--- src/rtl/video_axis_packer_if.sv ---
// video_axis_packer_if: AXI4-Stream RGB888 video beat with start-of-frame and end-of-line sidebands
interface video_axis_packer_if;
  logic [23:0] tdata;
  logic        tvalid;
  logic        tready;
  logic        tuser;
  logic        tlast;
  modport master (output tdata, tvalid, tuser, tlast, input tready);
  modport slave  (input tdata, tvalid, tuser, tlast, output tready);
endinterface

--- src/rtl/video_axis_packer.sv ---
// video_axis_packer: frame-locked RGB444 to AXI4-Stream RGB888 packer behind a first-word-fall-through FIFO
module video_axis_packer #(
  parameter int H_ACTIVE   = 640,
  parameter int V_ACTIVE   = 480,
  parameter int FIFO_DEPTH = 16
) (
  input  logic                 pixel_clk,
  input  logic                 reset,
  input  logic [9:0]           pixel_x,
  input  logic [9:0]           pixel_y,
  input  logic                 video_on,
  input  logic [11:0]          rgb_in,
  video_axis_packer_if.master  axis,
  output logic                 overflow,
  output logic [15:0]          frame_count
);
  localparam int AW = $clog2(FIFO_DEPTH);
  if (FIFO_DEPTH < 4 || (1 << AW) != FIFO_DEPTH || H_ACTIVE < 1 || H_ACTIVE > 1024 ||
      V_ACTIVE < 1 || V_ACTIVE > 1024) begin : g_bad_params
    $error("video_axis_packer: illegal parameters");
  end
  typedef enum logic [1:0] {SYNC, RUN, DROP} state_t;
  state_t          state;
  logic [25:0]     mem [FIFO_DEPTH];
  logic [AW-1:0]   wr_ptr, rd_ptr;
  logic [AW:0]     count;
  logic            sof, eol, full, wr_en, pop;
  logic [25:0]     word;
  always_comb begin
    sof   = pixel_x == 10'd0 && pixel_y == 10'd0;
    eol   = pixel_x == 10'(H_ACTIVE - 1);
    full  = count == (AW + 1)'(FIFO_DEPTH);
    word  = {sof, eol, {2{rgb_in[11:8]}}, {2{rgb_in[3:0]}}, {2{rgb_in[7:4]}}};
    wr_en = video_on && !full && (state == RUN || sof);
    pop   = axis.tvalid && axis.tready;
  end
  assign axis.tvalid = count != '0;
  // Gate the head word so outputs read zero while empty, including right after reset.
  assign {axis.tuser, axis.tlast, axis.tdata} = axis.tvalid ? mem[rd_ptr] : 26'd0;
  always_ff @(posedge pixel_clk) begin
    if (reset) begin
      state       <= SYNC;
      wr_ptr      <= '0;
      rd_ptr      <= '0;
      count       <= '0;
      overflow    <= 1'b0;
      frame_count <= '0;
    end else begin
      if (video_on) state <= wr_en ? RUN : (state == RUN ? DROP : state);
      if (video_on && state == RUN && full) overflow <= 1'b1;
      if (wr_en) wr_ptr <= wr_ptr + 1'b1;
      if (pop) rd_ptr <= rd_ptr + 1'b1;
      count <= count + (AW + 1)'(wr_en) - (AW + 1)'(pop);
      if (pop && axis.tuser) frame_count <= frame_count + 16'd1;
    end
  end
  always_ff @(posedge pixel_clk) begin
    if (wr_en && !reset) mem[wr_ptr] <= word;
  end
endmodule

--- src/flat_wrapper.sv ---
// flat-port wrapper written by rule: the top's interface ports become plain ports
module video_axis_packer_flat 
#(
  parameter int H_ACTIVE   = 640,
  parameter int V_ACTIVE   = 480,
  parameter int FIFO_DEPTH = 16
)
  (pixel_clk, reset, pixel_x, pixel_y, video_on, rgb_in, overflow, frame_count, axis_tdata, axis_tvalid, axis_tuser, axis_tlast, axis_tready);
  video_axis_packer_if axis_i ();
  input  logic pixel_clk;
  input  logic reset;
  input  logic [9:0] pixel_x;
  input  logic [9:0] pixel_y;
  input  logic video_on;
  input  logic [11:0] rgb_in;
  output logic overflow;
  output logic [15:0] frame_count;
  output wire logic [$bits(axis_i.tdata)-1:0] axis_tdata;
  output wire logic [$bits(axis_i.tvalid)-1:0] axis_tvalid;
  output wire logic [$bits(axis_i.tuser)-1:0] axis_tuser;
  output wire logic [$bits(axis_i.tlast)-1:0] axis_tlast;
  input wire logic [$bits(axis_i.tready)-1:0] axis_tready;
  assign axis_tdata = axis_i.tdata;
  assign axis_tvalid = axis_i.tvalid;
  assign axis_tuser = axis_i.tuser;
  assign axis_tlast = axis_i.tlast;
  assign axis_i.tready = axis_tready;
  video_axis_packer #(.H_ACTIVE(H_ACTIVE), .V_ACTIVE(V_ACTIVE), .FIFO_DEPTH(FIFO_DEPTH)) u_core (.pixel_clk(pixel_clk), .reset(reset), .pixel_x(pixel_x), .pixel_y(pixel_y), .video_on(video_on), .rgb_in(rgb_in), .axis(axis_i), .overflow(overflow), .frame_count(frame_count));
endmodule
--- config.mk ---
export PLATFORM = sky130hd
export DESIGN_NAME = video_axis_packer_flat
export DESIGN_NICKNAME = d
export VERILOG_FILES = /design/src/rtl/video_axis_packer_if.sv /design/src/rtl/video_axis_packer.sv /design/src/flat_wrapper.sv
export SDC_FILE = /design/constraint.sdc
export NUM_CORES = 1
export LEC_CHECK = 0
export CORE_UTILIZATION = 34
export DETAILED_ROUTE_END_ITERATION = 16
export HOLD_SLACK_MARGIN = 0.12
export PLACE_DENSITY_LB_ADDON = 0.2
export SLEW_MARGIN = 20
export SYNTH_ARGS = -nofsm -noshare
export SYNTH_HDL_FRONTEND = slang
export SYNTH_SLANG_ARGS = --single-unit
--- constraint.sdc ---
create_clock -name pixel_clk -period 6 [get_ports pixel_clk]
set_input_delay 0.6 -clock pixel_clk [delete_from_list [all_inputs] [get_ports pixel_clk]]
set_output_delay 0.6 -clock pixel_clk [all_outputs]
set_load 0.005 [all_outputs]
; Word level (Yosys, flattened, before mapping)
; Memory sizes are Yosys's and may differ from the RTL's. A register that Yosys moved wholly into a read port is not among the register bits.
; Index checks and enable logic that the tools add are counted.
[word_totals]
ramBits = 416
word_cells = 38
out_inout_bits = 44
ff_bits = 32
inputBits = 36
memories = 1
[mem_list]
columns = memory, words, word_bits, read_ports, rd_ports_with_merged_regs, wr, line
row1 = u_core.mem, 16, 26, 1, 1, 1, video_axis_packer.sv:24  ; logic [25:0] mem [FIFO_DEPTH];
[classes]
n_eq_ne = 3
n_addsub = 5
mux = 7
n_reduce_logical = 16
[op_table]
columns = operator, count
row1 = $mux 26, 1
row2 = $logic_not 10->1, 2
row3 = $add 16x1->16 const B, 1
row4 = $eq 10x10->1 const B, 1
row5 = $add 4x1->4 const B, 2
row6 = $logic_and 1x1->1, 8
row7 = $mux 4, 2
row8 = $add 5x1->5, 1
row9 = $eq 5x5->1 const B, 1
row10 = $reduce_bool 5->1, 1
row11 = $sub 5x1->5, 1
row12 = $mux 2, 2
row13 = $eq 2x1->1 const B, 1
row14 = $logic_not 1->1, 2
row15 = $mux 1, 2
row16 = $reduce_and 2->1, 1
row17 = $reduce_bool 2->1, 1
row18 = $logic_or 1x1->1, 1

; Longest topological paths before layout
; Gate-level depths: netlist (run 1).
[logic_depth]
depth_word = 7
ltp_mapped = 15
depth_no_buf = 13

; Worst setup path before layout (run 1)
; OpenSTA, ideal clock, no wires.
[synth_timing]
path_type = input port to flip-flop
from = in pixel_y[3]
to = mem u_core.mem[0][12], enable pin
n_path_buf = 1
arrival_ns = 3.188
setup_slack_ns = 2.390
setup_ns = 0.421
required_time_ns = 5.579
path_stages = 6
path_cell_list = nor4_1 > nand3_1 > o22a_1 > or2_2 > clkbuf_1 > nor4_1
[synth_between]
elab_chain_cells = 7
[synth_rtl]
columns = element, line
row1 = "start, declared", flat_wrapper.sv:13  ; input logic [9:0] pixel_y;
row2 = $logic_not 10->1, video_axis_packer.sv:30  ; sof = pixel_x == 10'd0 && pixel_y == 10'd0;
row3 = $logic_and 1x1->1, video_axis_packer.sv:30
row4 = $logic_or 1x1->1, video_axis_packer.sv:34  ; wr_en = video_on && !full && (state == RUN || sof);
row5 = $logic_and 1x1->1, video_axis_packer.sv:34
row6 = $logic_and 1x1->1, video_axis_packer.sv:58  ; if (wr_en && !reset) mem[wr_ptr] <= word;
row7 = $mux 1, video_axis_packer.sv:58
row8 = $mux 1 (implied by the code), video_axis_packer.sv:58
row9 = "end, declared", video_axis_packer.sv:24
; Every way passes these cells.

==> metrics.cfg, run 1 <==
[timing]
post-route-min-period_ps=4150
rsz0062_at_grt=no
setup-violations-final=0
max_slew_margin_pct=31.5
max_freq_ghz=0.241
worst_slack_ps=1850
hold_violations=0
finalSetupTns_ps=0
skew_ps=11.0
holdWs_ps=487
fin_crit_sh_pct=69.1
tightest_slew_ps=1020
drv_slew=0

[yosys]
synth_nets=624
synth_ff_type=edfxtp_1
syn_avg_cell_area_sq_um=18.2
synthesis.area_sq_um=10500
synth_cell_types=37
synth.area.top_cells=edfxtp_1 (64%), mux4_2 (14%), dfxtp_1 (6.9%)
synthArstFlopShare_pct=0
synth_area_leader_cell=edfxtp_1
yosysSeqAreaShare_pct=71.0
yosysWarnings=0
ys_seq_elements=260
synth_cells=575
synth.top_cell.area_share_pct=64.2
synth-edff-count=224

[global_route]
antenna_found_initial=0
grt.total_usage_pct=15.2
grt_pass1_vias=5906
grt_pass1_wl_microns=35500
overflow=0
grt_max_degree=56

[pwr]
switching_share_pct=24.1
power_density_nw_per_um2=367
p_leak_nw=3.83
cell_internal_pwr_mw=3.53
vdd_drop_max_mv=0.206
total_power_mw=4.65
comb_power_share_pct=19.1
switching_power_mw=1.12
p_clk_share_pct=35.2
pwr-share-seq_pct=45.7

[routing]
ant_nets=0
avgRoutedWirePerCell_microns=21.6
drc_errors=0
dr_total_vias=5564
wl_microns=23100
firstDrtPassIters=6
vias_per_cell=5.20
first_iter_violations=368

[placed_design]
io_buffers=79
globalplace.congestion=0.749
dp_hpwl_microns=13000
dpl.cell_count=1022
dpl_cell_area_sq_um=11800
dp_slack_ps=2280

[clock_network]
worst_skew_pair.late_latency_ps=540
cts_max_path_buffers=3
tritoncts=yes
holdBufCountCts=0
cts-root-buf=clkbuf_16
cts_buffers=28
path_clk_slew_ps=60
cts_setup_buffers=0
htree_levels=1
cts_resized=0
cts.sinks=260

[floorplan]
die_h_microns=178
floorplan.initialDensity_pct=35.0
num_io_pins=80
die_area_sq_um=31500
coreArea_sq_um=30000
row_count=63
die-width_microns=178

[critical_path]
startpoint_type=flop
worstSetupPathType=reg -> out
critPathMaxFanout=39
crit_required_ps=5400
endpoint_kind=output pin
cp.arrival_ps=3550

[run]
cap_violations=0

[layout]
fillCellCount=2643
antennaDiodeCount=0
fin_nets=711
final_util_pct=42.3
final_cell_count_no_fill=1070
postLayoutCellArea_sq_um=12700
area_delta_synth_final_pct=20.9
post_route_cells_drive_above_1_share_pct=22.6

[status]
status=finished clean

[hold_path]
hp-class=reg -> reg

## cell families after synthesis
kind of cell | count (synthesis) | share of synthesized area (%)
buf+inv | 56 | 2.66
compound gates | 44 | 2.39
simple gates | 115 | 6.09
flops | 260 | 71.0
xor+xnor | 8 | 0.668
fa+ha+maj | 13 | 1.62
mux | 79 | 15.5
## cells in the final DEF, fill, tap and decap left out, types with 5 or more instances in the layout
| master | instances |
|---|---|
| ha_1 | 12 |
| nand3_1 | 6 |
| clkinv_1 | 5 |
| clkbuf_16 | 28 |
| buf_4 | 21 |
| edfxtp_1 | 224 |
| mux2i_1 | 11 |
| dfxtp_1 | 34 |
| nand2_1 | 13 |
| inv_1 | 13 |
| or4_1 | 7 |
| nand2b_1 | 6 |
| a21oi_1 | 22 |
| o31ai_1 | 8 |
| or3_1 | 9 |
| nor4_2 | 5 |
| and2_1 | 15 |
| nor4_1 | 6 |
| o21ai_0 | 11 |
| nor3_2 | 12 |
| mux4_2 | 67 |
| nor2_1 | 18 |
| nand4_1 | 6 |
| clkdlybuf4s50_1 | 79 |
| clkinv_2 | 5 |
## power groups by stage
stage               Clock [mW]  Combinational [mW]  Sequential, mW
finish                    1.64               0.886            2.12
global route              1.74               0.969            2.14
CTS                       1.68               0.904            2.13
detailed placement           0               0.902            2.17
global placement             0               0.881            2.17
floorplan                    0               0.703            2.03
## worst max-delay path, stage by stage (launching register included)
cell	delay, ps
dfxtp_4	910
buf_4	450
mux4_2	570
mux4_2	460
and2_1	180
clkdlybuf4s50_1	440
## state kept, by name (all words and copies together), names as in the netlist, named ones only
register and cells:
u_core.frame_count 16, u_core.wr_ptr 4, u_core.overflow 1, u_core.state 2, u_core.mem 224, u_core.rd_ptr 4
u_core.count 5
## per-layer routing
layer	part of all wire, %	GRT usage, %	wire [microns]	up-vias
met4	1.8	3.35	408	0
met1	44	20.5	10100	2908
li1	-	-	-	2467
met5	0	0	0	-
met2	49	26.0	11400	160
met3	5.1	2.29	1170	29
## synthesized netlist by cell type (all sizes together) (2+ instances only)
| cell | instances |
|---|---|
| inv | 13 |
| mux2i | 11 |
| edfxtp | 224 |
| o21ai | 11 |
| dfxtp | 36 |
| xnor2 | 4 |
| a21oi | 22 |
| o31ai | 8 |
| and2 | 15 |
| nand2 | 13 |
| clkbuf | 18 |
| ha | 12 |
| mux4 | 67 |
| nand2b | 6 |
| nor4 | 11 |
| or3 | 9 |
| buf | 25 |
| nor2 | 18 |
| nand4 | 6 |
| and3 | 2 |
| o22a | 2 |
| xor2 | 4 |
| or4 | 7 |
| nor3 | 12 |
| or2 | 3 |
| nor2b | 3 |
| nand3 | 6 |
## area by class of cell
class                           count  area, sq um  share of cell area, %
Sequential cell                   260         7450                   58.8
Multi-Input combinational cell    259         2850                   22.5
Timing Repair Buffer              100          948                   7.48
Clock buffer                       33          749                   5.91
Tap cell                          390          488                   3.85
Clock inverter                     15          135                   1.07
Inverter                           13         48.8                  0.385
## final timing paths
| path | start | to | slack (ps) | depth (start not counted) |
|---|---|---|---|---|
| setup / recovery | flop | axis_tdata[14] | 1850 | 5 |
| hold / removal | u_core.overflow | u_core.overflow | 490 | 2 |
| setup reg to reg | u_core.count[3] | u_core.count[4] | 2500 | 13 |
| hold reg to reg | u_core.overflow | u_core.overflow | 490 | 2 |
Power figures use the tool's default switching activity.
==> run 2: changes to the inputs <==
==> constraint.sdc (replaced) <==
create_clock -name pixel_clk -period 3.4 [get_ports pixel_clk]
set_input_delay 0.34 -clock pixel_clk [delete_from_list [all_inputs] [get_ports pixel_clk]]
set_output_delay 0.34 -clock pixel_clk [all_outputs]
set_load 0.005 [all_outputs]
==> metrics.cfg, run 2 (synthesis gave the netlist of run 1 again) <==
[status]
status=finished clean  ; unchanged

[floorplan]
die-width_microns=178  ; unchanged
num_io_pins=80  ; unchanged
floorplan.initialDensity_pct=35.0  ; unchanged
die_h_microns=178  ; unchanged
coreArea_sq_um=30000  ; unchanged
die_area_sq_um=31500  ; unchanged
row_count=63  ; unchanged

[placed_design]
dpl_cell_area_sq_um=12000  ; was 11800 sq um
globalplace.congestion=0.733  ; was 0.749
io_buffers=79  ; unchanged
dp_hpwl_microns=13900  ; was 13000 microns
dp_slack_ps=309  ; was 2280 ps

[clock_network]
holdBufCountCts=0  ; unchanged
cts_resized=1  ; was 0
path_clk_slew_ps=60  ; about the same
cts_setup_buffers=0  ; unchanged
htree_levels=1  ; unchanged
worst_skew_pair.late_latency_ps=550  ; was 540 ps
cts-root-buf=clkbuf_16  ; unchanged
cts_buffers=27  ; was 28
tritoncts=yes  ; unchanged
cts_max_path_buffers=3  ; unchanged
cts.sinks=260  ; unchanged

[timing]
max_slew_margin_pct=33.5  ; was 31.5%
fin_crit_sh_pct=94.2
tightest_slew_ps=994  ; was 1020 ps
drv_slew=0  ; unchanged
hold_violations=0  ; unchanged
skew_ps=24.1  ; was 11.0 ps
holdWs_ps=487  ; about the same
post-route-min-period_ps=3200
worst_slack_ps=198  ; was 1850 ps
finalSetupTns_ps=0  ; unchanged
setup-violations-final=0  ; unchanged
rsz0062_at_grt=no  ; unchanged
max_freq_ghz=0.312

[layout]
largest_reg_flops=224  ; unchanged
final_common_cell=edfxtp_1  ; unchanged
largestRegisters=u_core.mem: 224 flops, u_core.frame_count: 16 flops, u_core.count: 5 flops  ; unchanged
area_delta_synth_final_pct=21.7  ; was 20.9%
final_cell_mix=edfxtp_1 (224), clkdlybuf4s50_1 (79), mux4_2 (67)  ; unchanged
antennaDiodeCount=0  ; unchanged
top_register=u_core.mem  ; unchanged
post_route_cells_drive_above_1_share_pct=23.5  ; was 22.6%
fin_nets=724  ; was 711
postLayoutCellArea_sq_um=12800  ; was 12700 sq um

[critical_path]
startpoint_type=flop  ; unchanged
crit_required_ps=3060  ; was 5400 ps
critPathMaxFanout=25  ; was 39
worstSetupPathType=reg -> out  ; unchanged
endpoint_kind=output pin  ; unchanged
cp.arrival_ps=2860  ; was 3550 ps

[global_route]
grt_pass1_vias=5944  ; was 5906
overflow=0  ; unchanged
grt_max_degree=35  ; was 56
grt_pass1_wl_microns=34700  ; was 35500 microns
antenna_found_initial=0  ; unchanged
grt.total_usage_pct=14.8  ; was 15.2%

[routing]
vias_per_cell=5.08  ; was 5.20
wl_microns=22400  ; was 23100 microns
drc_errors=0  ; unchanged
dr_total_vias=5502  ; was 5564
ant_nets=0  ; unchanged
avgRoutedWirePerCell_microns=20.7  ; was 21.6 microns
firstDrtPassIters=5  ; was 6
first_iter_violations=351  ; was 368

[hold_path]
hp-class=reg -> reg  ; unchanged

[run]
cap_violations=0  ; unchanged

[pwr]
power_density_nw_per_um2=639  ; was 367 nW/um^2
vdd_drop_max_mv=0.408  ; was 0.206 mV
p_leak_nw=3.88  ; was 3.83 nW

run 2: cell types whose count changed in the layout (fill, tap and decap cells not counted), moves of 3 or more:
cell / change
clkbuf_8: -3
clkbuf_1: +5
buf_12: +5
buf_4: +9
run 2: through the flow:
step | utilization, % | std cells | power, mW
5_1_grt | 42.6 | 1083 | 8.52
3_3_place_gp | 39.9 | 1036 | 5.49
6_report | 42.6 | 1083 | 8.16
2_1_floorplan | - | 575 | 4.85
3_5_place_dp | 39.9 | 1036 | 5.55
4_1_cts | 42.6 | 1083 | 8.28
run 2: cell type report:
class                   count  area [sq um]
repair buffers            114          1120
multi-input cells         259          2850
inverters                  13          48.8
clock buffers              34           702
well taps                 390           488
clock inverters            13           103
fillers                  2639         17200
flip-flops and latches    260          7450
run 2: final timing paths:
| kind | from | to | slack, ps | depth (start not counted) |
|---|---|---|---|---|
| hold / removal | u_core.overflow | u_core.overflow | 490 | 2 |
| setup reg to reg | u_core.count[3] | u_core.count[4] | 320 | 13 |
| setup / recovery | flop | axis_tdata[3] | 200 | 5 |
| hold reg to reg | u_core.overflow | u_core.overflow | 490 | 2 |
run 2: report_power, final:
part	switching, mW	total, mW	internal, mW
Sequential	0.0809	3.59	3.51
Combinational	0.765	1.85	1.08
Clock	1.18	2.72	1.54
run 2: routing by layer:
metal | wire (microns) | GRT usage (%) | vias to the layer above | share of wire [%]
met2 | 11100 | 25.0 | 150 | 50
li1 | - | - | 2501 | -
met5 | 0 | 0 | - | 0
met4 | 582 | 4.24 | 0 | 2.6
met3 | 1010 | 2.29 | 36 | 4.5
met1 | 9690 | 19.6 | 2815 | 43
run 2: worst max-delay path: stages, from the launching register on:
cell and delay, ps:
dfxtp_4 390, buf_12 240, mux4_2 590, mux4_2 460, and2_1 190, clkdlybuf4s50_1 440
==> run 3: changes to the inputs <==
--- a/config.mk
+++ b/config.mk
@@ -5,6 +5,7 @@
 export SDC_FILE = /design/constraint.sdc
 export NUM_CORES = 1
 export LEC_CHECK = 0
+export ABC_CLOCK_PERIOD_IN_PS = 3400
 export CORE_UTILIZATION = 34
 export DETAILED_ROUTE_END_ITERATION = 16
 export HOLD_SLACK_MARGIN = 0.12
==> results of run 3 <==
The final DEF is identical to that of run 2; final timing and power are the same.
